===== src/rtl/sram_port_arb.sv =====
// Round-robin arbiter sharing one single-port SRAM among NREQ requesters.
// Owners may lock the port for multi-beat sequences; a hold timeout reclaims it.
module sram_port_arb #(
  parameter int NREQ     = 2,
  parameter int AW       = 15,
  parameter int DW       = 32,
  parameter int HOLD_TMO = 16
) (
  input  logic                 clk,
  input  logic                 rstn,
  input  logic [NREQ-1:0]      req_valid_i,
  output logic [NREQ-1:0]      req_ready_o,
  input  logic [NREQ-1:0]      req_last_i,
  input  logic [NREQ-1:0]      req_write_i,
  input  logic [NREQ*AW-1:0]   req_addr_i,
  input  logic [NREQ*DW-1:0]   req_wdata_i,
  input  logic [NREQ*DW/8-1:0] req_wstrb_i,
  output logic [NREQ-1:0]      rsp_valid_o,
  output logic [DW-1:0]        rsp_rdata_o,
  output logic                 mem_cs_o,
  output logic [DW/8-1:0]      mem_we_o,
  output logic [AW-1:0]        mem_addr_o,
  output logic [DW-1:0]        mem_wdata_o,
  input  logic [DW-1:0]        mem_rdata_i,
  output logic                 arb_tmo_o
);

  localparam int SW = DW / 8;
  localparam int PW = $clog2(NREQ);
  localparam int CW = $clog2(HOLD_TMO);

  typedef enum logic {ST_UNLOCKED = 1'b0, ST_LOCKED = 1'b1} state_e;

  state_e          state_q, state_d;
  logic [PW-1:0]   owner_q, owner_d;
  logic [PW-1:0]   rr_ptr_q, rr_ptr_d;
  logic [CW-1:0]   hold_cnt_q, hold_cnt_d;
  logic [NREQ-1:0] rsp_pend_q, rsp_pend_d;
  logic            arb_tmo_q, arb_tmo_d;
  logic [DW-1:0]   rdata_q;
  logic [AW-1:0]   mem_addr_q;
  logic [DW-1:0]   mem_wdata_q;

  logic [PW-1:0]   cand_s, pick_idx_s, grant_idx_s;
  logic            hit_s, pick_found_s, grant_elig_s, accept_s;
  logic [NREQ-1:0] ready_s;
  logic [AW-1:0]   sel_addr_s;
  logic [DW-1:0]   sel_wdata_s;
  logic [SW-1:0]   sel_wstrb_s;
  logic            sel_last_s, sel_write_s;

  function automatic logic [PW-1:0] wrap_inc(input logic [PW-1:0] p);
    if (p == PW'(NREQ - 1)) begin
      return {PW{1'b0}};
    end else begin
      return p + PW'(1);
    end
  endfunction

  // Circular search for the first valid requester starting at rr_ptr.
  always_comb begin
    pick_found_s = 1'b0;
    pick_idx_s   = rr_ptr_q;
    cand_s       = rr_ptr_q;
    hit_s        = 1'b0;
    for (int k = 0; k < NREQ; k++) begin
      hit_s        = req_valid_i[cand_s] & ~pick_found_s;
      pick_idx_s   = hit_s ? cand_s : pick_idx_s;
      pick_found_s = pick_found_s | hit_s;
      cand_s       = wrap_inc(cand_s);
    end
  end

  always_comb begin
    ready_s = {NREQ{1'b0}};
    if (state_q == ST_LOCKED) begin
      grant_idx_s  = owner_q;
      grant_elig_s = req_valid_i[owner_q];
    end else begin
      grant_idx_s  = pick_idx_s;
      grant_elig_s = pick_found_s;
    end
    if (rstn && grant_elig_s) begin
      ready_s[grant_idx_s] = 1'b1;
    end else begin
      ready_s = {NREQ{1'b0}};
    end
  end

  assign accept_s    = |ready_s;
  assign sel_addr_s  = req_addr_i[int'(grant_idx_s)*AW +: AW];
  assign sel_wdata_s = req_wdata_i[int'(grant_idx_s)*DW +: DW];
  assign sel_wstrb_s = req_wstrb_i[int'(grant_idx_s)*SW +: SW];
  assign sel_last_s  = req_last_i[grant_idx_s];
  assign sel_write_s = req_write_i[grant_idx_s];

  // The SRAM address/data bus keeps its last driven value between accesses.
  assign req_ready_o = ready_s;
  assign mem_cs_o    = accept_s;
  assign mem_we_o    = (accept_s && sel_write_s) ? sel_wstrb_s : {SW{1'b0}};
  assign mem_addr_o  = accept_s ? sel_addr_s : mem_addr_q;
  assign mem_wdata_o = accept_s ? sel_wdata_s : mem_wdata_q;
  assign rsp_valid_o = rstn ? rsp_pend_q : {NREQ{1'b0}};
  assign rsp_rdata_o = (|rsp_valid_o) ? mem_rdata_i : rdata_q;
  assign arb_tmo_o   = arb_tmo_q;

  always_comb begin
    state_d    = state_q;
    owner_d    = owner_q;
    rr_ptr_d   = rr_ptr_q;
    hold_cnt_d = hold_cnt_q;
    arb_tmo_d  = 1'b0;
    rsp_pend_d = {NREQ{1'b0}};
    if (accept_s) begin
      hold_cnt_d = {CW{1'b0}};
      if (sel_last_s) begin
        state_d  = ST_UNLOCKED;
        rr_ptr_d = wrap_inc(grant_idx_s);
      end else begin
        state_d = ST_LOCKED;
        owner_d = grant_idx_s;
      end
      if (!sel_write_s) begin
        rsp_pend_d[grant_idx_s] = 1'b1;
      end else begin
        rsp_pend_d = {NREQ{1'b0}};
      end
    end else if ((state_q == ST_LOCKED) && !req_valid_i[owner_q]) begin
      // Stalled owner: count idle cycles and force a release at the limit.
      if (hold_cnt_q == CW'(HOLD_TMO - 1)) begin
        state_d    = ST_UNLOCKED;
        rr_ptr_d   = wrap_inc(owner_q);
        hold_cnt_d = {CW{1'b0}};
        arb_tmo_d  = 1'b1;
      end else begin
        hold_cnt_d = hold_cnt_q + CW'(1);
      end
    end else begin
      hold_cnt_d = hold_cnt_q;
    end
  end

  always_ff @(posedge clk) begin
    if (!rstn) begin
      state_q     <= ST_UNLOCKED;
      owner_q     <= {PW{1'b0}};
      rr_ptr_q    <= {PW{1'b0}};
      hold_cnt_q  <= {CW{1'b0}};
      rsp_pend_q  <= {NREQ{1'b0}};
      arb_tmo_q   <= 1'b0;
      rdata_q     <= {DW{1'b0}};
      mem_addr_q  <= {AW{1'b0}};
      mem_wdata_q <= {DW{1'b0}};
    end else begin
      state_q     <= state_d;
      owner_q     <= owner_d;
      rr_ptr_q    <= rr_ptr_d;
      hold_cnt_q  <= hold_cnt_d;
      rsp_pend_q  <= rsp_pend_d;
      arb_tmo_q   <= arb_tmo_d;
      rdata_q     <= rsp_rdata_o;
      mem_addr_q  <= mem_addr_o;
      mem_wdata_q <= mem_wdata_o;
    end
  end

endmodule


===== config.mk =====
export PLATFORM = sky130hd
export DESIGN_NAME = sram_port_arb
export DESIGN_NICKNAME = d
export VERILOG_FILES = /design/src/rtl/sram_port_arb.sv
export SDC_FILE = /design/constraint.sdc
export NUM_CORES = 1
export LEC_CHECK = 0
export BUFFER_PORTS_ARGS = -buffer_cell sky130_fd_sc_hd__buf_2
export CAP_MARGIN = 5
export CORE_UTILIZATION = 46
export DETAILED_ROUTE_END_ITERATION = 8
export PLACE_DENSITY = 0.81
export SETUP_SLACK_MARGIN = 0.3
export SKIP_LAST_GASP = 1
export SYNTH_ARGS = -nofsm -noshare
export SYNTH_HDL_FRONTEND = slang
export SYNTH_SLANG_ARGS = --single-unit

===== constraint.sdc =====
create_clock -name clk -period 2.5 [get_ports clk]
set_input_delay 0.5 -clock clk [delete_from_list [all_inputs] [get_ports clk]]
set_output_delay 0.5 -clock clk [all_outputs]
set_load 0.01 [all_outputs]

==> results of run 1 <==
[cells by family (layout without fill, tap and decap cells)]
family	Yosys count	in the layout	synth area share [%]
mux	35	35	8.743
simple gates	160	160	17.82
fa+ha+maj	1	1	0.2775
flops	89	89	39.52
xor+xnor	2	2	0.3886
buf+inv	58	300	6.134
compound gates	212	212	27.12
[critical path: cells and delay by family, from the launching register on]
kind / cells / cell delay (ps)
buffers and inverters: 3 / 530
flip-flops: 1 / 380
multiplexers: 1 / 270
AO/OA/AOI/OAI: 2 / 260
AND/OR/NAND/NOR: 1 / 150
[cells in the mapped netlist, types with 2 or more instances]
master	instances	area, um^2
a31oi_1	94	588.1
dfxtp_1	89	1782
o21ai_0	87	435.4
nor2_1	53	198.9
nand3_1	51	255.2
and2_1	36	225.2
clkbuf_1	27	101.4
buf_2	24	120.1
mux2_2	17	191.4
mux2_1	15	168.9
o21ai_1	11	55.05
a21oi_1	7	35.03
o211ai_1	5	37.54
and3_1	4	25.02
nand4_1	4	25.02
buf_4	3	22.52
nor2b_1	3	18.77
buf_6	2	22.52
mux2i_1	2	20.02
nand2_1	2	7.510
[path summary, 6_finish.rpt]
path | from | endpoint | slack, ps | cells past startpoint
hold / removal | req_write_i[1] | rsp_pend_q[1] | 370 | 2
setup / recovery | owner_q | mem_wdata_o[14] | 60 | 7
hold reg to reg | hold_cnt_q[3] | hold_cnt_q[3] | 530 | 2
setup reg to reg | owner_q | mem_wdata_q[1] | 630 | 9
[per-layer routing]
| metal | vias up | part of all wire (%) |
|---|---|---|
| met4 | 0 | 2.5 |
| met1 | 2568 | 38 |
| met2 | 290 | 52 |
| li1 | 2542 | - |
| met5 | - | 0 |
| met3 | 42 | 7.3 |
[registers in the layout, summed over array words and instances, names as in the netlist]
signal,flops
state_q,1
hold_cnt_q,4
rsp_pend_q,2
owner_q,1
mem_wdata_q,32
arb_tmo_o,1
rdata_q,32
rr_ptr_q,1
mem_addr_q,15
[power groups by stage]
stage          clock network (mW)  logic, mW  registers [mW]
2_1_floorplan                   0      0.597            1.58
3_3_place_gp                    0      0.940            1.59
3_5_place_dp                    0      0.967            1.60
4_1_cts                     0.921       1.18            1.57
5_1_grt                     0.992       1.44            1.58
6_report                    0.927       1.34            1.57
[layout make-up]
| class | count | area (um^2) | share of cell area (%) |
|---|---|---|---|
| Multi-Input combinational cell | 410 | 2770 | 39.05 |
| Clock buffer | 10 | 137.6 | 1.940 |
| Inverter | 2 | 15.01 | 0.2116 |
| Timing Repair Buffer | 281 | 2167 | 30.55 |
| Tap cell | 129 | 161.4 | 2.275 |
| Sequential cell | 89 | 1789 | 25.22 |
| Timing Repair inverter | 1 | 11.26 | 0.1587 |
| Clock inverter | 6 | 42.54 | 0.5996 |
[through the flow]
stage                     setup TNS (ps)  instance area, um^2
after global placement                 0                 5788
after CTS                              0                 6646
after global routing              -28.72                 7094
after detailed placement               0                 5788
after floorplan                        0                 4508
final                                  0                 7094
[timing repair]
item,CTS,global route
pin swaps,12,9
endpoints found under the setup margin,81,74
gates cloned,13,2
hold buffers,0,0
setup buffers,14,7
resized for setup,54,74
==> impl_results.md, run 1 <==
- Outcome: finished clean
- I/O pin cnt: 231
- Critical Path Start Type: register
- Arrival time at the worst endpoint: around 1900 ps
- Net Count, Synth: 700
- Worst vdd ir: around 350 uV
- Drt wl/cell: ~19 um
- Dpl ws: about 91 ps
- Slowest cell delay on critical path: between 300 and 400 ps
- Class of the tightest hold or removal check: primary input to register
- Clock tree from TritonCTS: done
- Largest clock skew in the final design: 10.26 ps
- Die Footprint: ~10,000 um^2
- Power Total: 3.839 mW
- Max Buffers Root-to-Sink: 2
- Power density cells: 541.1 nW/um^2
- Number of design-rule violations left by the first detailed-router iteration: approximately 320
- Vias in the first global route: 4,949
- Synthesized instance count: between 500 and 600
- Crit path max-delay cell type: dfxtp_4
- Die Y-Extent: just over 100 um
- Sequential area share after synthesis: between 30% and 40%
- Total clock buffers created by CTS: 9
- Minimum clock period after layout: about 2400 ps
- Initial standard-cell utilization of the core: between 40% and 50%
- Signed area change from the synthesized netlist to the final layout: 57.37%
- Flop pwr share: roughly 41%
- Detailed Routing Iterations Pass 1: 4
- GRT met1 Usage: 32.92%
- HPWL after DPL: about 9 mm
- Number of nets with antenna violations after detailed routing: 0
- CTS H-Tree Depth: 3
- Crit share post-route: between 90% and 100%
- Proportion of total power due to net switching: 33.20%
- Global route overflow: 0
- Slew @ Worst Pin: 507.2 ps
- Static leakage: roughly 3.3 nW
- Diodes inserted: 0
- Number of antenna violations at the first check in global routing: 0
- Aggregate global-route resource usage: between 20% and 30%
- Worst setup EP type: output pin
- Core outline area: between 9000 and 10,000 um^2
- Total number of vias: about 5,400
- Final-report max-slew violation count: 0
- FFs w/ async S/R, synth: 0%
- Critical Path RT: around 2000 ps
- Net total in the final layout: between 900 and 1,000
- Clk sink count: 89
- Via density per instance: approximately 5.9
- Pin count of the biggest net entering global routing: between 50 and 60
- Unrepaired setup endpoints after global routing: true
- Remaining max-slew budget at the tightest pin: around 66%
- Cell chosen for the clock root: clkbuf_8
- Met2 track utilization from global routing: between 50% and 60%
- Hold Worst Slack: approximately 370 ps
- Slack of the critical path: about 61 ps
- Global-route wire length before repair: 23.21 mm
- Util after Layout: about three quarters
- Critical path, cell by cell: mux2i_4, a21oi_4, nand2_4, inv_8, bufbuf_16, a31oi_1, buf_2
- Net Sw Power: 1.274 mW
- Main flop type after synthesis: dfxtp_1
- Drc violations: 0
- Most used routing layer: met2
- Reported max-cap violation count: 0
- Hold violation count in the final report: 0
- Grt met3 use: ~6%
- Number of flops mapped to enable cells by yosys: 0
- Cell area after technology mapping: 4508 um^2
- Highest-count cells in the layout ignoring fill and taps: buf_2 (211), dfxtp_1 (87), a31oi_1 (80)
- Horizontal die dimension: slightly above 100 um
- Clock slew at reported path FFs: approximately 90 ps
- Fraction of layout instances using a drive strength above 1: roughly 46%
- Flip-flop and latch count after synthesis: 89
- Warning count from the yosys run: 0
- Max Clock Freq: a little over 0.4 GHz
- Row count: 35
- Unique cell type count in the Yosys netlist: ~40
- Crit path max fanout: 15
- Total length of routed wires: around 17 mm
- Combinational share of power: 35.0%
- Pint: about 2.6 mW
- Class of the most critical setup path: register to output pin
- Source-to-sink clock delay at the later pin of the worst-skew pair: 350 ps
- Clock network fraction of design power: between 20 and 25%
- Average footprint of a synthesized cell: approximately 8 um^2
- Final std cells w/o fill: slightly above 900
- Last weighted congestion value of the routability-driven placer: approximately 0.86
- Most common library cell in the layout ignoring fill and taps: buf_2
- Cell count after placement: roughly 900
- Final-layout fill cell count: 662
- Setup violation total in the final timing report: 0
- Port buffer count: between 200 and 250
Note: power is estimated with default switching activity, not from simulation.
==> run 2: changes to the inputs <==
==> constraint.sdc (replaced) <==
create_clock -name clk -period 2.5 [get_ports clk]
set_input_delay 0 -clock clk [delete_from_list [all_inputs] [get_ports clk]]
set_output_delay 0 -clock clk [all_outputs]
set_load 0.01 [all_outputs]
==> impl_results.md, run 2 (synthesis results as in run 1) <==
- Outcome: finished clean
- Total clock buffers created by CTS: 9
- Area of all placed cells without fillers: 7176 um^2
- Power Total: roughly 3.9 mW
- Diodes inserted: 0
- Reported max-cap violation count: 0
- Minimum clock period after layout: around 2100 ps
- Net total in the final layout: just over 1,000
- Class of the most critical setup path: register to output pin
- Combinational share of power: 29.7%
- Proportion of total power due to net switching: approximately 31%
- Global route overflow: 0
- Clk sink count: 89
- Critical path, cell by cell: inv_1, o211a_1, buf_6, o21ai_0, a31oi_1, buf_2
- Most common library cell in the layout ignoring fill and taps: buf_2
- Static leakage: 3.333 nW
- Worst vdd ir: 348.0 uV
- CP delay by family, top: compound AO/OA/AOI/OAI gates
- I/O pin cnt: ~230
- Final-report max-slew violation count: 0
- Setup violation total in the final timing report: 0
- Signed area change from the synthesized netlist to the final layout: 59.17%
- Drc violations: 0
- Drt wl/cell: ~16 um
- Fraction of layout instances using a drive strength above 1: between 30 and 40%
- Max Clock Freq: ~0.48 GHz
- CTS H-Tree Depth: 3
- Placed Instance Area: roughly 5700 um^2
- Largest clock skew in the final design: around 8.1 ps
- Hold violation count in the final report: 0
- Highest-count cells in the layout ignoring fill and taps: buf_2 (230), dlygate4sd3_1 (116), a31oi_1 (94)
- Critical Path Start Type: register
- Initial standard-cell utilization of the core: roughly half
- Clock slew at reported path FFs: ~90 ps
- Cell chosen for the clock root: clkbuf_8
- Crit share post-route: about 84%
- Detailed Routing Iterations Pass 1: 6
- Slowest cell delay on critical path: between 300 and 400 ps
- Class of the tightest hold or removal check: primary input to register
- Crit path max-delay cell type: dfxtp_2
- Unrepaired setup endpoints after global routing: true
- Remaining max-slew budget at the tightest pin: between 60 and 70%
- Core outline area: between 9000 and 10,000 um^2
- Vias in the first global route: around 5,600
- Number of design-rule violations left by the first detailed-router iteration: around 330
- Net Sw Power: roughly 1.2 mW
- Number of nets with antenna violations after detailed routing: 0
- Slack of the critical path: between 400 and 500 ps
- Via density per instance: ~5.7
- Die Footprint: 10,200 um^2
- Dpl ws: just over 500 ps
- HPWL after DPL: 8.958 mm
- Port buffer count: between 200 and 250
- Count of cells along the worst register-to-register path: 6
- Power density cells: 547.7 nW/um^2
- Clock tree from TritonCTS: done
- Horizontal die dimension: around 100 um
- Registers with the most flip-flops: mem_wdata_q (32), rdata_q (32), mem_addr_q (15)
- Arrival time at the worst endpoint: 2100 ps
- Critical Path RT: roughly 2500 ps
- Last weighted congestion value of the routability-driven placer: approximately 0.81
- Max Buffers Root-to-Sink: 2
- Row count: 35
- Flop pwr share: around two fifths
- Source-to-sink clock delay at the later pin of the worst-skew pair: ~340 ps
- Total length of routed wires: 16.61 mm
- Crit path max fanout: 53
- Worst setup EP type: output pin
- Pint: about 2.7 mW
- Aggregate global-route resource usage: approximately a third
- Critical path buffers and inverters: 3
- Die Y-Extent: between 100 and 150 um
- Slew @ Worst Pin: between 400 and 500 ps
- Setup TNS: 0 ps
- Pin count of the biggest net entering global routing: 54
- Clock network fraction of design power: a little under a third
- Global-route wire length before repair: 25.82 mm
- Number of antenna violations at the first check in global routing: 0
- Total number of vias: a little under 6,000
- Instance count on the critical path: 6
- Number of cells on the worst hold path: 3
run 2: cell count changes in the layout (fill, tap and decap cells not counted), moves of 14 or more:
cell / before / now
buf_6: 20 / 3
a31oi_1: 80 / 94
buf_12: 15 / 0
buf_2: 211 / 230
dlygate4sd3_1: 0 / 116
mux2_4: 21 / 0
run 2: power by group through the flow:
stage / clock, mW / combinational (mW) / sequential, mW
2_1_floorplan: 0 / 0.597 / 1.58
3_3_place_gp: 0 / 0.911 / 1.60
3_5_place_dp: 0 / 0.933 / 1.60
4_1_cts: 1.22 / 1.10 / 1.57
5_1_grt: 1.26 / 1.26 / 1.59
6_report: 1.19 / 1.17 / 1.57
run 2: worst paths after layout:
| path | end | slack, ps | from |
|---|---|---|---|
| worst max-delay path | mem_wdata_o[31] | 400 | state_q |
| worst min-delay path | rdata_q[19] | 6 | mem_rdata_i[19] |
| worst max register to register | mem_wdata_q[24] | 420 | state_q |
| worst min register to register | hold_cnt_q[3] | 490 | hold_cnt_q[3] |
run 2: stage by stage:
stage                     util [%]  instances  hold slack [ps]
after floorplan                  -        557            71.61
after CTS                    76.13       1005          0.08032
after global placement       60.72        873            227.2
final                        76.57       1008            5.928
after detailed placement     60.72        873            234.1
after global routing         76.57       1008            12.57
run 2: metal layers:
metal | track usage, % | wire [um]
met1 | 36.23 | 6349
met2 | 56.27 | 8234
met3 | 5.964 | 1430
met4 | 16.95 | 593
met5 | 0 | 0
run 2: layout make-up:
| cell class | instances | area (um^2) |
|---|---|---|
| Clock buffer | 9 | 123.9 |
| Sequential cell | 89 | 1784 |
| Timing Repair Buffer | 361 | 2476 |
| Inverter | 2 | 20.02 |
| Clock inverter | 6 | 115.1 |
| Timing Repair inverter | 2 | 17.52 |
| Tap cell | 129 | 161.4 |
| Multi-Input combinational cell | 410 | 2477 |
| Fill cell | 657 | 2196 |
run 2: worst register-to-register path, delay by kind of cell, from the launching register on:
family,cells,cell delay [ps]
compound gates,3,610
buf+inv,3,1040
flops,1,390
run 2: repair_timing:
item,CTS,global route
gates resized for setup,8,4
endpoints found under the setup margin,43,59
cloned,1,1
buffers inserted,0,2
pin swaps,0,1
hold endpoints to repair,72,0
hold buffers,116,0
